<file path="src/rtl/display_capture.sv">
// display_capture: receive side of the display sequencer. Rebuilds the
// twelve-word result frame (PE, 3x3, 2x2 groups; c11, c12, c21, c22 each)
// into a shadow bank and commits it atomically to the output registers.
// Optional feature: define DISPLAY_CAPTURE_SUM_EN to add sum_o, the sum
// of all words of the last committed frame.
module display_capture #(
  parameter int unsigned DATA_W  = 8,
  parameter int unsigned TIMEOUT = 16
) (
  input  logic              clk,
  input  logic              reset,
  input  logic              valid_i,
  input  logic [DATA_W-1:0] data_i,
  input  logic [2:0]        tag_i,
  output logic [DATA_W-1:0] c11_PE_o,
  output logic [DATA_W-1:0] c12_PE_o,
  output logic [DATA_W-1:0] c21_PE_o,
  output logic [DATA_W-1:0] c22_PE_o,
  output logic [DATA_W-1:0] c11_3x3_o,
  output logic [DATA_W-1:0] c12_3x3_o,
  output logic [DATA_W-1:0] c21_3x3_o,
  output logic [DATA_W-1:0] c22_3x3_o,
  output logic [DATA_W-1:0] c11_2x2_o,
  output logic [DATA_W-1:0] c12_2x2_o,
  output logic [DATA_W-1:0] c21_2x2_o,
  output logic [DATA_W-1:0] c22_2x2_o,
  output logic              frame_done_o,
  output logic              frame_err_o,
`ifdef DISPLAY_CAPTURE_SUM_EN
  output logic [DATA_W+3:0] sum_o,
`endif
  output logic [2:0]        cap_state_o
);

  typedef enum logic [2:0] {
    S_IDLE   = 3'd0,
    S_PE     = 3'd1,
    S_3X3    = 3'd2,
    S_2X2    = 3'd3,
    S_COMMIT = 3'd4,
    S_ERR    = 3'd5
  } state_t;

  localparam logic [7:0] TIMEOUT_M1 = 8'(TIMEOUT - 1);

  state_t            state_q, state_d;
  logic [1:0]        idx_q;
  logic [7:0]        tcnt_q;
  logic              err_q;
  logic [DATA_W-1:0] shadow_q [12];
  logic [DATA_W-1:0] bank_q   [12];

  logic              accept, first_word, last_word, in_frame;
  logic [1:0]        grp;
  logic [2:0]        exp_tag;
  logic [3:0]        slot;

`ifdef DISPLAY_CAPTURE_SUM_EN
  logic [DATA_W+3:0] acc_q;
`endif

  // State register
  always_ff @(posedge clk or negedge reset) begin
    if (!reset) state_q <= S_IDLE;
    else        state_q <= state_d;
  end

  // Next-state decode: word acceptance, group sequencing, timeout and error entry
  always_comb begin
    state_d    = state_q;
    accept     = 1'b0;
    first_word = 1'b0;
    last_word  = 1'b0;
    in_frame   = 1'b0;
    grp        = 2'd0;
    exp_tag    = 3'd1;
    case (state_q)
      S_IDLE, S_COMMIT: begin
        state_d = S_IDLE;
        if (valid_i) begin
          if (tag_i == 3'd1) begin
            accept     = 1'b1;
            first_word = 1'b1;
            state_d    = S_PE;
          end else begin
            state_d = S_ERR;
          end
        end
      end
      S_PE, S_3X3, S_2X2: begin
        in_frame = 1'b1;
        grp      = (state_q == S_PE) ? 2'd0 : (state_q == S_3X3) ? 2'd1 : 2'd2;
        exp_tag  = {1'b0, grp} + 3'd1;
        if (valid_i) begin
          if (tag_i == exp_tag) begin
            accept = 1'b1;
            if (idx_q == 2'd3) begin
              case (state_q)
                S_PE:    state_d = S_3X3;
                S_3X3:   state_d = S_2X2;
                default: begin
                  last_word = 1'b1;
                  state_d   = S_COMMIT;
                end
              endcase
            end
          end else begin
            state_d = S_ERR;
          end
        end else if (tcnt_q >= TIMEOUT_M1) begin
          state_d = S_ERR;
        end
      end
      S_ERR:   state_d = valid_i ? S_ERR : S_IDLE;
      default: state_d = S_IDLE;
    endcase
    slot = first_word ? 4'd0 : {grp, idx_q};
  end

  // Shadow capture, idle-gap counter, sticky error and commit into the output bank.
  // The commit copy happens on the edge that accepts the 12th word (that word goes
  // straight to the bank), so the bank is already valid during the S_COMMIT cycle.
  always_ff @(posedge clk or negedge reset) begin
    if (!reset) begin
      idx_q  <= '0;
      tcnt_q <= '0;
      err_q  <= 1'b0;
      for (int unsigned i = 0; i < 12; i++) begin
        shadow_q[i] <= '0;
        bank_q[i]   <= '0;
      end
`ifdef DISPLAY_CAPTURE_SUM_EN
      acc_q <= '0;
      sum_o <= '0;
`endif
    end else if (state_d == S_ERR) begin
      err_q  <= 1'b1;
      idx_q  <= '0;
      tcnt_q <= '0;
`ifdef DISPLAY_CAPTURE_SUM_EN
      acc_q  <= '0;
`endif
    end else if (accept) begin
      shadow_q[slot] <= data_i;
      idx_q          <= first_word ? 2'd1 : idx_q + 2'd1;
      tcnt_q         <= '0;
`ifdef DISPLAY_CAPTURE_SUM_EN
      acc_q <= first_word ? {4'b0, data_i} : acc_q + {4'b0, data_i};
`endif
      if (last_word) begin
        for (int unsigned i = 0; i < 11; i++) bank_q[i] <= shadow_q[i];
        bank_q[11] <= data_i;
`ifdef DISPLAY_CAPTURE_SUM_EN
        sum_o <= acc_q + {4'b0, data_i};
`endif
      end
    end else if (in_frame) begin
      tcnt_q <= tcnt_q + 8'd1;
    end
  end

  assign c11_PE_o     = bank_q[0];
  assign c12_PE_o     = bank_q[1];
  assign c21_PE_o     = bank_q[2];
  assign c22_PE_o     = bank_q[3];
  assign c11_3x3_o    = bank_q[4];
  assign c12_3x3_o    = bank_q[5];
  assign c21_3x3_o    = bank_q[6];
  assign c22_3x3_o    = bank_q[7];
  assign c11_2x2_o    = bank_q[8];
  assign c12_2x2_o    = bank_q[9];
  assign c21_2x2_o    = bank_q[10];
  assign c22_2x2_o    = bank_q[11];
  assign frame_done_o = (state_q == S_COMMIT);
  assign frame_err_o  = err_q;
  assign cap_state_o  = state_q;

endmodule

</file>
<file path="config.mk">
export PLATFORM = sky130hd
export DESIGN_NAME = display_capture
export DESIGN_NICKNAME = d
export VERILOG_FILES = /design/src/rtl/display_capture.sv
export SDC_FILE = /design/constraint.sdc
export NUM_CORES = 1
export LEC_CHECK = 0
export CORE_ASPECT_RATIO = 0.9
export CORE_MARGIN = 2
export CORE_UTILIZATION = 45
export DETAILED_ROUTE_END_ITERATION = 7
export GPL_TIMING_DRIVEN = 1
export PLACE_DENSITY_LB_ADDON = 0.15
export SYNTH_ARGS = -nofsm -noshare
export SYNTH_HDL_FRONTEND = slang
export SYNTH_SLANG_ARGS = --single-unit
</file>
<file path="constraint.sdc">
create_clock -name clk -period 2.82 [get_ports clk]
set_input_delay 0.564 -clock clk [delete_from_list [all_inputs] [get_ports clk]]
set_output_delay 0.564 -clock clk [all_outputs]
set_load 0.05 [all_outputs]
</file>
# ---- Yosys cells after proc, flatten, opt, wreduce, memory -nomap -nowiden
# Index checks and enable logic that the tools add are counted.
dict set report word_totals {
  elab_cells 88
  regBits 206
  output_inout_bits 101
  input_bits 14
}
dict set report classes {
  muxes 34
  n_addsub 3
  n_lt_le_gt_ge 3
  n_bitwise 2
  n_reduce_logical 9
  eq_ne 9
}
# cell n
set op_table {}
lappend op_table {{bitwise mux 96 bit} 1}
lappend op_table {{demux 8 bit (select 4 bit)} 1}
lappend op_table {{two-way mux 8 bit} 4}
lappend op_table {{two-way mux 3 bit} 7}
lappend op_table {{two-way mux 2 bit} 6}
lappend op_table {{two-way mux 1 bit} 11}
lappend op_table {{equality test 3 bit (second input constant)} 3}
lappend op_table {{one-hot mux 3 bit (3 select lines)} 1}
lappend op_table {{adder 8 x 1 -> 8 bit (second input constant)} 1}
lappend op_table {{greater-or-equal comparator 8 x 4 -> 1 bit (second input constant)} 1}
lappend op_table {{equality test 3 x 1 -> 1 bit (second input constant)} 2}
lappend op_table {{equality test 3 x 2 -> 1 bit (second input constant)} 2}
lappend op_table {{one-hot mux 3 bit (2 select lines)} 1}
lappend op_table {{greater-or-equal comparator 5 bit (second input constant)} 1}
lappend op_table {{< comparator 5 x 1 -> 1 bit (second input constant)} 1}
lappend op_table {{inverter 4 -> 5 bit} 1}
lappend op_table {{two-way mux 4 bit} 1}
lappend op_table {{OR reduction 2 bit} 2}
lappend op_table {{adder 2 x 1 -> 3 bit (second input constant)} 1}
lappend op_table {{equality test 3 bit} 1}
lappend op_table {{logical NOT 3 bit} 1}
lappend op_table {{AND reduction 3 bit} 1}
lappend op_table {{nonzero test 3 bit} 1}
lappend op_table {{OR reduction 3 bit} 1}
lappend op_table {{7 further kinds} 7}

# ---- Depth between registers and ports, before layout
dict set report logic_depth {
  depth_word 11
  mapped_depth 8
  depth_no_buf 6
}

# ---- Least setup slack after synthesis
# Ideal clock, no wire load.
dict set report synth_timing {
  kind {reg2out}
  startpoint {register state_q[1] (netlist: cap_state_o[1])}
  endpoint {output port frame_done_o}
  t_required_ps 2256
  path_stages_with_launch 4
  n_path_buf 2
  path_slack_ps 93
  arrival_ps 2163
  path_cell_list {dfrtp_1 > buf_2 > clkbuf_1 > nor3b_1}
}
dict set report synth_via {
  elab_chain_len 1
}
# element line_no
set synth_rtl {}
lappend synth_rtl {{start: declaration} 46} ;# state_t state_q, state_d;
lappend synth_rtl {{start signal: assignment} 65} ;# else state_q <= state_d;
lappend synth_rtl {{equality test 3 bit} 174} ;# assign frame_done_o = (state_q == S_COMMIT);
lappend synth_rtl {{end: declaration} 27} ;# output logic frame_done_o,
# Every way passes these cells.

# ---- Worst setup path in the final report
dict set report layout_timing {
  startpoint {register state_q[1] (netlist: cap_state_o[1])}
  endpoint {output port cap_state_o[1]}
}
# element line_no
set layout_lines {}
lappend layout_lines {{end: declaration} 32} ;# output logic [2:0] cap_state_o
# No word-level cell between the ends.

==> summary.md <==
| Metric | Value |
|---|---|
| Final period util | 90.8% |
| First-pass GRT wire length | 27.2 mm |
| PortBufs | 114 |
| Drt first-iter violations | 184 |
| Clk_skew | 0.0104 ns |
| Core ar. | 0.0174 sq mm |
| Avg WL per Cell | 18.8 um |
| Synthesis-to-layout area growth | 28.1% |
| CP startpoint kind | register |
| Max frequency | 0.390 GHz |
| Ports | 115 |
| Yosys warning total | 0 |
| Setup Fix Bufs, Post-CTS | 0 |
| Final ANT Viol Nets | 0 |
| Clock buffer depth | 2 |
| Post-Route WL | 17.0 mm |
| Power Density | 568 mW/mm^2 |
| Final setup viols | 0 |
| CTS tree | done |
| Endpoint class of the critical path | primary output |
| P_leak | 4.91 nW |
| Syn_area_per_cell | 15.1 sq um |
| Share of cells above drive strength 1 | 38.1% |
| # resized after CTS | 0 |
| Die Ht | 130 um |
| Setup slack, reg-to-reg | 0.38 ns |
| EDFF count, synth | 0 |
| Yosys reg bits | 198 |
| Number of global-route vias before repair | 4928 |
| Finished Layout Cells | 907 |
| RSZ-0062 raised after global routing | no |
| Outcome | completed |
| Initial antenna violation count | 0 |
| Final number of max-transition violations | 0 |
| Worst hold path type | input port to asynchronous set/reset pin |
| Cts hold-fix bufs | 0 |
| Clk Latency, worst-skew pair | 0.43 ns |
| Top FF cell, synth | dfrtp_1 |
| Max Cap Viol | 0 |
| Row count | 46 |
| Worst slew margin | 49.2% |
| Most common cell after layout, fill and taps aside | dfrtp_1 |
| Synth area leaders | dfrtp_1 62%, mux2_2 26%, clkbuf_1 0.80%, buf_2 0.69%, nand2_1 0.66% |
| Fillers | 1386 |
| Critical Setup Path Class | register to primary output |
| Unique masters post-synth | 45 |
| Final GP Congestion | 0.789 |
| Syn Inst Count | 524 |
| Chip width | 144 um |
| Max IR drop VDD | 446 uV |
| Largest net degree at the start of global routing | 71 |
| Req. time, crit path | 2.26 ns |
| Dpl hpwl | 11.3 mm |
| Synthesized area | 0.00794 sq mm |
| Nets | 671 |
| Crit path DAT | 2.00 ns |
| Antenna diodes | 0 |
| Drt via density | 5.16 |
| Via count | 4682 |
| Clock root cell | clkbuf_16 |
| Asr flop ratio synth | 100% |
| Synth top area share | 62.4% |
| Cell taking the most area after synthesis | dfrtp_1 |
| CTS clk-pin slew, worst paths | 0.07 ns |
| Fin crit period | 2.56 ns |
| DR DRC count | 0 |
| Area of the die | 0.0187 sq mm |
| Final hold violation count | 0 |
| Crit path max fanout | 10 |
| Tot GR Track Use | 19.3% |
| Least-Margin Pin Slew | 0.760 ns |
| Grt total ovfl | 0 |
| Sequential share of the synthesized area | 62.4% |
| Syn Nets | 540 |
| Total CTS buffers | 17 |
| Worst-case reg-to-reg path depth | 6 |
| Clock sink total | 198 |
| CTS H-tree depth | 4 |
| Initial core utilization | 45.5% |
| WHS | 0.140 ns |
| Most frequent cells in the layout | 198 x dfrtp_1, 181 x mux2_2, 112 x clkdlybuf4s50_1 |
| Drt pass-1 iters | 4 |
| Placed Cells | 876 |
-- state kept, by name (all words and copies together), names as in the netlist --
name / count
c12_PE_o: 8
c11_PE_o: 8
c12_3x3_o: 8
cap_state_o: 3
c22_2x2_o: 8
c21_PE_o: 8
frame_err_o: 1
shadow_q: 88
c22_3x3_o: 8
c22_PE_o: 8
c11_2x2_o: 8
tcnt_q: 8
c21_2x2_o: 8
c11_3x3_o: 8
c21_3x3_o: 8
idx_q: 2
c12_2x2_o: 8
-- layout make-up --
class | count | area [sq um] | share of cell area (%)
Timing Repair Buffer | 145 | 1520 | 14.9
Inverter | 2 | 7.51 | 0.0738
Clock inverter | 10 | 93.8 | 0.923
Tap cell | 240 | 300 | 2.95
Clock buffer | 21 | 470 | 4.63
Multi-Input combinational cell | 291 | 2820 | 27.8
Sequential cell | 198 | 4950 | 48.7
-- synthesized netlist by cell type (4+ instances only) --
| cell | count |
|---|---|
| nand2b_1 | 5 |
| mux2_2 | 181 |
| and3_1 | 4 |
| clkbuf_1 | 17 |
| nand2_1 | 14 |
| buf_2 | 11 |
| dfrtp_1 | 198 |
| xnor2_1 | 6 |
| nor2_1 | 14 |
| buf_4 | 5 |
| or4_1 | 4 |
| nand3_1 | 10 |
| xor2_1 | 5 |
-- layer usage --
layer / vias to the layer above / GRT usage (%) / share of wire [%]
met1: 2470 / 26.3 / 46
met5: - / 0 / 0
met3: 13 / 5.76 / 4.9
li1: 2113 / - / -
met2: 86 / 30.2 / 48
met4: 0 / 6.00 / 1.3
-- final timing paths --
check,startpoint,endpoint
min in group clk,frame_err_o,frame_err_o
max in group asynchronous,reset,c12_PE_o[7]
hold reg to reg,frame_err_o,frame_err_o
setup reg to reg,cap_state_o[2],shadow_q[95]
setup / recovery,cap_state_o[1],cap_state_o[1]
hold / removal,reset,c22_PE_o[5]
-- logic make-up after synthesis --
group                    synth area share [%]
flip-flops                               62.4
multiplexers                             26.5
AND/OR/NAND/NOR                          6.01
buffers and inverters                    2.07
AO/OA/AOI/OAI                            1.43
XOR/XNOR                                 1.21
adder cells (fa/ha/maj)                 0.315
-- critical path, stage by stage (launching register included) --
cell,delay [ns]
dfrtp_1,0.53
buf_4,0.23
clkdlybuf4s50_1,0.81
-- through the flow --
step	area, sq um	power (mW)	setup slack, ns	TNS, ns	util [%]
3_3_place_gp	9600	3.48	0.00329	0	55.0
6_report	10200	5.77	0.259	0	58.3
4_1_cts	10200	5.84	0.0708	0	58.3
3_5_place_dp	9600	3.51	-0.0343	-0.590	55.0
5_1_grt	10200	6.02	0.187	0	58.3
2_1_floorplan	7940	3.31	0.0932	0	-
-- where the power goes --
group | internal (mW) | switching, mW
sequential | 2.94 | 0.0775
clock | 1.29 | 1.03
combinational | 0.183 | 0.257
No activity file was read; power rests on OpenSTA's default activity.
